## src/rtl/hamming_serial_encoder_if.sv

```systemverilog
// Handshake and serial-output bundle for the Hamming (8,4) serial encoder.
// The producer side (master) drives nibbles; the encoder side (slave) returns
// the ready flag and the serial frame signals.
interface hamming_serial_encoder_if;
  logic [3:0] data_in;
  logic       data_valid;
  logic       data_ready;
  logic       out;
  logic       en;
  logic       frame_start;
  logic       busy;

  modport master (
    output data_in,
    output data_valid,
    input  data_ready,
    input  out,
    input  en,
    input  frame_start,
    input  busy
  );

  modport slave (
    input  data_in,
    input  data_valid,
    output data_ready,
    output out,
    output en,
    output frame_start,
    output busy
  );
endinterface

```

## src/rtl/hamming_serial_encoder.sv

```systemverilog
// Serial extended-Hamming (8,4) encoder.
// Accepted nibbles are encoded into an 8-bit codeword held in a one-entry
// holding register, then shifted out LSB first with en high for the 8 bit
// cycles. An optional run of GAP idle cycles separates consecutive frames.
module hamming_serial_encoder #(
  parameter int GAP = 0
) (
  input  logic                      clk,
  input  logic                      reset,
  hamming_serial_encoder_if.slave   bus
);

  localparam bit         HAS_GAP  = (GAP != 0);
  localparam logic [3:0] GAP_LOAD = HAS_GAP ? 4'(GAP - 1) : 4'd0;

  typedef enum logic [1:0] {
    ST_IDLE = 2'd0,
    ST_SEND = 2'd1,
    ST_GAP  = 2'd2
  } state_t;

  state_t     state;
  state_t     state_n;
  logic [7:0] hold_word;
  logic [7:0] shift_word;
  logic       hold_full;
  logic [2:0] bit_cnt;
  logic [3:0] gap_cnt;
  logic       accept;
  logic       load_shift;
  logic       last_bit;
  logic       sending;

  // Codeword layout: word[j] = cj, data in c1..c4, checks in c5..c7,
  // overall even parity in c0.
  function automatic logic [7:0] encode(input logic [3:0] d);
    logic [7:0] w;
    w[1] = d[3];
    w[2] = d[2];
    w[3] = d[1];
    w[4] = d[0];
    w[5] = w[1] ^ w[3] ^ w[4];
    w[6] = w[1] ^ w[2] ^ w[3];
    w[7] = w[2] ^ w[3] ^ w[4];
    w[0] = ^w[7:1];
    return w;
  endfunction

  // Ready is purely the registered hold state, so it never depends on data_valid.
  assign accept   = bus.data_valid && !hold_full;
  assign last_bit = (bit_cnt == 3'd7);
  assign sending  = (state == ST_SEND);

  assign bus.data_ready  = !hold_full;
  assign bus.en          = sending;
  assign bus.out         = sending && shift_word[0];
  assign bus.frame_start = sending && (bit_cnt == 3'd0);
  assign bus.busy        = (state != ST_IDLE) || hold_full;

  // State register; reset aborts any frame or gap in progress.
  always_ff @(posedge clk or posedge reset) begin
    if (reset) begin
      state <= ST_IDLE;
    end else begin
      state <= state_n;
    end
  end

  // Next-state logic and the hold-to-shift transfer strobe.
  always_comb begin
    state_n    = state;
    load_shift = 1'b0;
    case (state)
      ST_IDLE: begin
        if (hold_full) begin
          load_shift = 1'b1;
          state_n    = ST_SEND;
        end
      end
      ST_SEND: begin
        if (last_bit) begin
          if (HAS_GAP) begin
            state_n = ST_GAP;
          end else if (hold_full) begin
            load_shift = 1'b1;
          end else begin
            state_n = ST_IDLE;
          end
        end
      end
      ST_GAP: begin
        // A queued frame follows the last gap cycle directly, so exactly GAP
        // idle cycles separate back-to-back frames.
        if (gap_cnt == 4'd0) begin
          if (hold_full) begin
            load_shift = 1'b1;
            state_n    = ST_SEND;
          end else begin
            state_n = ST_IDLE;
          end
        end
      end
      default: state_n = ST_IDLE;
    endcase
  end

  // Holding register, output shifter, bit counter and gap counter.
  always_ff @(posedge clk or posedge reset) begin
    if (reset) begin
      hold_full  <= 1'b0;
      hold_word  <= '0;
      shift_word <= '0;
      bit_cnt    <= '0;
      gap_cnt    <= '0;
    end else begin
      if (accept) begin
        hold_word <= encode(bus.data_in);
        hold_full <= 1'b1;
      end else if (load_shift) begin
        hold_full <= 1'b0;
      end

      if (load_shift) begin
        shift_word <= hold_word;
        bit_cnt    <= '0;
      end else if (sending) begin
        shift_word <= {1'b0, shift_word[7:1]};
        bit_cnt    <= bit_cnt + 3'd1;
      end

      if (sending && last_bit) begin
        gap_cnt <= GAP_LOAD;
      end else if ((state == ST_GAP) && (gap_cnt != 4'd0)) begin
        gap_cnt <= gap_cnt - 4'd1;
      end
    end
  end

endmodule

```

## src/flat_wrapper.sv

```systemverilog
// flat-port wrapper written by rule: the top's interface ports become plain ports
module hamming_serial_encoder_flat 
#(
  parameter int GAP = 0
)
  (clk, reset, bus_data_in, bus_data_valid, bus_data_ready, bus_out, bus_en, bus_frame_start, bus_busy);
  hamming_serial_encoder_if bus_i ();
  input  logic clk;
  input  logic reset;
  input wire logic [$bits(bus_i.data_in)-1:0] bus_data_in;
  input wire logic [$bits(bus_i.data_valid)-1:0] bus_data_valid;
  output wire logic [$bits(bus_i.data_ready)-1:0] bus_data_ready;
  output wire logic [$bits(bus_i.out)-1:0] bus_out;
  output wire logic [$bits(bus_i.en)-1:0] bus_en;
  output wire logic [$bits(bus_i.frame_start)-1:0] bus_frame_start;
  output wire logic [$bits(bus_i.busy)-1:0] bus_busy;
  assign bus_i.data_in = bus_data_in;
  assign bus_i.data_valid = bus_data_valid;
  assign bus_data_ready = bus_i.data_ready;
  assign bus_out = bus_i.out;
  assign bus_en = bus_i.en;
  assign bus_frame_start = bus_i.frame_start;
  assign bus_busy = bus_i.busy;
  hamming_serial_encoder #(.GAP(GAP)) u_core (.clk(clk), .reset(reset), .bus(bus_i));
endmodule
```

## config.mk

```make
export PLATFORM = sky130hd
export DESIGN_NAME = hamming_serial_encoder_flat
export DESIGN_NICKNAME = d
export VERILOG_FILES = /design/src/rtl/hamming_serial_encoder_if.sv /design/src/rtl/hamming_serial_encoder.sv /design/src/flat_wrapper.sv
export SDC_FILE = /design/constraint.sdc
export NUM_CORES = 1
export LEC_CHECK = 0
export ABC_CLOCK_PERIOD_IN_PS = 1900
export CELL_PAD_IN_SITES_DETAIL_PLACEMENT = 0
export CELL_PAD_IN_SITES_GLOBAL_PLACEMENT = 1
export CORE_MARGIN = 3
export CORE_UTILIZATION = 25
export CTS_BUF_LIST = sky130_fd_sc_hd__clkbuf_8 sky130_fd_sc_hd__clkbuf_16
export CTS_CLUSTER_DIAMETER = 200
export DETAILED_ROUTE_END_ITERATION = 12
export DONT_BUFFER_PORTS = 1
export PLACE_DENSITY_LB_ADDON = 0.1
export SLEW_MARGIN = 20
export SYNTH_ARGS = -nofsm -noshare
export SYNTH_HDL_FRONTEND = slang
export SYNTH_SLANG_ARGS = --single-unit
```

## constraint.sdc

```tcl
create_clock -name clk -period 1.9 [get_ports clk]
set_clock_uncertainty 0.1 [all_clocks]
set_input_delay 0.19 -clock clk [delete_from_list [all_inputs] [get_ports clk]]
set_output_delay 0.19 -clock clk [all_outputs]
set_load 0.02 [all_outputs]
```

* After elaboration in Yosys (flattened, before gate mapping) *
Index checks and enable logic that the tools add are counted.
Widths: inputs -> output; s select.

word-level totals
  ROM bits = 0
  memory bits (writable) = 0
  output and inout port bits = 5
  memories = 0
  latch bits = 0
  register bits = 26
  input bits = 7
  logic and storage cells = 56

cells by class
  bitwise logic cells = 6
  $lt $le $gt $ge = 0
  div/mod/pow operators = 0
  reduce and logical (&&, ||, !) cells = 17
  multiplexer cells = 18
  $add $sub $neg = 2
  shifts and indexed selects = 0
  $mul = 0
  equal/unequal tests = 7

operator list
  cell                 number
  $mux 8               2
  $mux 2               4
  $mux 4               2
  $reduce_bool 2->1    4
  $reduce_xor 7->1     1
  $mux 1               6
  $mux 3               2
  $ne 2x1->1 const B   3
  $pmux 2 s3           1
  $xor 1x1->1          6
  $logic_and 1x1->1    5
  $logic_not 4->1      1
  $reduce_and 4->1     1
  $reduce_bool 4->1    1
  $sub 4x1->4 const B  1
  $add 3x1->3 const B  1
  $eq 3x3->1 const B   1
  $logic_not 3->1      1
  $pmux 1 s3           1
  $eq 2x1->1 const B   1
  $eq 2x2->1 const B   1
  $logic_not 2->1      1
  $ne 2x2->1 const B   1
  $logic_not 1->1      1
  $logic_or 1x1->1     1

* Longest topological paths before layout *
  depth in word-level cells = 5
  mapped depth = 6
  gate-level depth less buffers = 5

* Worst setup path after synthesis *
OpenSTA, ideal clock, no wires.

  path type = reg-to-reg
  start point = register u_core.bit_cnt[0]
  end point = register u_core.shift_word[0]
  required time = 1676 ps
  clock period less this slack = 1473 ps
  library setup time = 124 ps
  cell stages (with the launch flop) = 7
  setup slack = 427 ps
  data arrival time = 1249 ps
  path through = dfrtp_1 -> ha_1 -> ha_1 -> a21bo_1 -> buf_2 -> o22ai_1 -> nor2_1

between the ends
  word-level cells in the longest chain between the ends = 4
  elaborated cells on any way between the ends = 5
  classes of those cells = eq/ne (1); mux (3); reduce/logical (1)

RTL lines
  what                                                RTL line                       source
  start: declaration                                  hamming_serial_encoder.sv:27   logic [2:0] bit_cnt;
  start signal: assignment                            hamming_serial_encoder.sv:128  bit_cnt <= bit_cnt + 3'd1;
  $eq 3x3->1 *                                        hamming_serial_encoder.sv:51   assign last_bit = (bit_cnt == 3'd7);
  $mux 1 *                                            hamming_serial_encoder.sv:81   if (last_bit) begin
  $pmux 1 s3 *                                        hamming_serial_encoder.sv:73   case (state)
  $mux 8 / $reduce_bool 2->1 (equally long branches)  --
  end signal: assignment                              hamming_serial_encoder.sv:124  shift_word <= hold_word;
  end signal: assignment                              hamming_serial_encoder.sv:127  shift_word <= {1'b0, shift_word[7:1]};
  end: declaration                                    hamming_serial_encoder.sv:25   logic [7:0] shift_word;

Every way passes the cells marked *; elsewhere a longest branch is shown, timed or not.
A chain may end at the register's enable or synchronous reset.

* Final worst setup path *
  start point = register u_core.bit_cnt[0]
  end point = register u_core.shift_word[3]

The elaborated chain is that of the path after synthesis.

==> metrics.yaml <==
outcome: "finished clean"
globalRoute.totalOverflow: 0
vias: 677
yosysWarnings: 0
insertion_delay_ns: 0.26
synth_common_cells: "dfrtp_1, a211oi_1, nor2_1, nor2b_1, o22ai_1"
worstPathMaxFanout: 8
antennaDiodeCount: 0
num-fill-cells: 391
startpoint_type: "flop"
arrival_ns: 1.63
dieArea_um2: 4850
drt_wl_total_um: 2020
num_rows: 22
cts_htree_levels: 1
gp_congestion: 0.722
grt_pass1_wl_um: 3740
die-width_um: 69.7
critPathRequiredTime_ns: 1.95
synth_area_leaders: "dfrtp_1, mux2_2, a211oi_1"
tightest_slew_ns: 0.290
power_density_nw_per_um2: 1530
grt_antenna_before_repair: 0
grt_pass1_vias: 776
die_y_um: 69.7
vdd_drop_max_v: 0.000524
syn-num-nets: 100
drt_iter0_drc: 35
drive_above_1_share: 0.172
pre_cts_slack_ns: 0.332
wl_per_cell_um: 13.8
maxSlewViolCount: 0
path_clk_slew_ns: 0.08
numCtsBuffers: 3
hold_ws_ns: 0.0840
netlist.top_cell.by_area: "dfrtp_1"
max_freq_mhz: 632
grt.total_usage: 0.0974
core_um2: 3770
stdcell_area_um2: 1170
ys_async_sr_fraction: 1.00
final-hold-violation-count: 0
cts_root_buffer: "clkbuf_8"
finalSetupViolations: 0
crit_type: "flop to flop"
synthesis.area_um2: 1010
drc: 0
grt_max_degree: 22
finalCritPeriodShare: 0.832
place_area_um2: 1080
io_pins: 12
synth-seq-area-share: 0.519
hpwl_um: 1460
tns_ns: 0
cts_max_path_buffers: 2
slew_headroom: 0.807
crit_top_cell: "ha_1"
min_path_type: "input port to flop"
crit_chain: "ha_1 -> ha_1 -> a21bo_1 -> o22ai_1 -> nor2_1"
end_kind: "flop"
synth-edff-count: 0
fin_cells: 147
initial_core_util: 0.269
cts_tree: "built"
viasPerCell: 4.61
fin_crit_ns: 1.58
yosysMostFrequentCell: "dfrtp_1"
critPathBufInv: 0
syn_inst: 90
crit_slowest_cell: "dfrtp_1"
ff2ff_setup_slack_ns: 0.32
ys_types: 24
ys_ff_latch: 21
cts.sinks: 21
layout.nets: 110
dr.pass1.iters: 4
area_growth_pct: 15.9
cts_resized: 0
setup_slack_ns: 0.318
power_leakage_nw: 0.504
place_inst: 138
synth-main-ff-cell: "dfrtp_1"
drv_cap: 0
synth_top_area_share: 0.519
portBuffers: 0
cpLargestDelayFamily: "compound AO/OA/AOI/OAI gates"
syn_avg_cell_area_um2: 11.3
cp_slowest_stage_delay_ns: 0.42
rsz0062_at_grt: "no"
antenna_left: 0
## cell usage in the layout (no fill, tap or decap), drive strengths merged
cell type,instances
a211oi,7
a32o,2
o21ai,3
clkinv,1
nand2,4
xnor2,6
a21bo,1
inv,5
dlygate4sd3,5
and3b,1
and2,1
nor2,8
o22ai,7
mux2,8
buf,4
dfrtp,21
ha,3
nand3,1
nor2b,7
clkbuf,3
nand2b,1
## final timing paths
check | start | cells past startpoint | end
max in group asynchronous | reset | 3 | u_core.shift_word[2]
setup reg to reg | u_core.bit_cnt[0] | 5 | u_core.shift_word[3]
hold reg to reg | u_core.shift_word[7] | 1 | u_core.shift_word[7]
hold / removal | bus_data_in[0] | 2 | u_core.hold_word[7]
setup / recovery | u_core.bit_cnt[0] | 5 | u_core.shift_word[3]
min in group asynchronous | reset | 3 | u_core.hold_word[6]
## layer usage
layer / vias up / GRT usage / part of all wire
li1: 333 / - / -
met1: 323 / 0.127 / 0.51
met2: 17 / 0.148 / 0.42
met3: 4 / 0.0232 / 0.048
met4: 0 / 0.0511 / 0.023
met5: - / 0 / 0
## timing repair
item                                   4_1_cts  5_1_grt
endpoints found under the hold margin       25        0
setup buffers                                0        0
setup endpoints to repair                    0        0
hold buffers                                 5        0
## power by group
group | switching, mW | leakage (nW) | internal [mW]
clock | 0.151 | 0.0255 | 0.146
combinational | 0.379 | 0.227 | 0.307
sequential | 0.150 | 0.251 | 0.659
## flip-flops by register name (all words and copies together), names as in the netlist
register	cells
u_core.bit_cnt	3
u_core.hold_full	1
u_core.hold_word	8
u_core.shift_word	8
u_core.state	1
## cells by family (layout without fill, tap and decap cells)
| family | after synthesis | after routing | share of synthesized area |
|---|---|---|---|
| compound gates | 20 | 20 | 0.140 |
| xor+xnor | 6 | 6 | 0.0519 |
| fa+ha+maj | 3 | 3 | 0.0370 |
| buf+inv | 9 | 18 | 0.0432 |
| flops | 21 | 21 | 0.519 |
| mux | 8 | 8 | 0.0889 |
| simple gates | 23 | 23 | 0.121 |
## per-stage QoR
step / power (mW) / utilization
2_1_floorplan: 1.36 / -
3_3_place_gp: 1.51 / 0.286
3_5_place_dp: 1.51 / 0.286
4_1_cts: 1.83 / 0.312
5_1_grt: 1.96 / 0.312
6_report: 1.79 / 0.312
## layout make-up
type / count / area, µm² / share of cell area
Timing Repair Buffer: 9 / 80.1 / 0.0682
Inverter: 5 / 18.8 / 0.0160
Tap cell: 48 / 60.1 / 0.0511
Clock inverter: 1 / 5.00 / 0.00426
Multi-Input combinational cell: 60 / 444 / 0.378
Sequential cell: 21 / 526 / 0.447
Clock buffer: 3 / 41.3 / 0.0351
No activity file was read; power rests on OpenSTA's default activity.
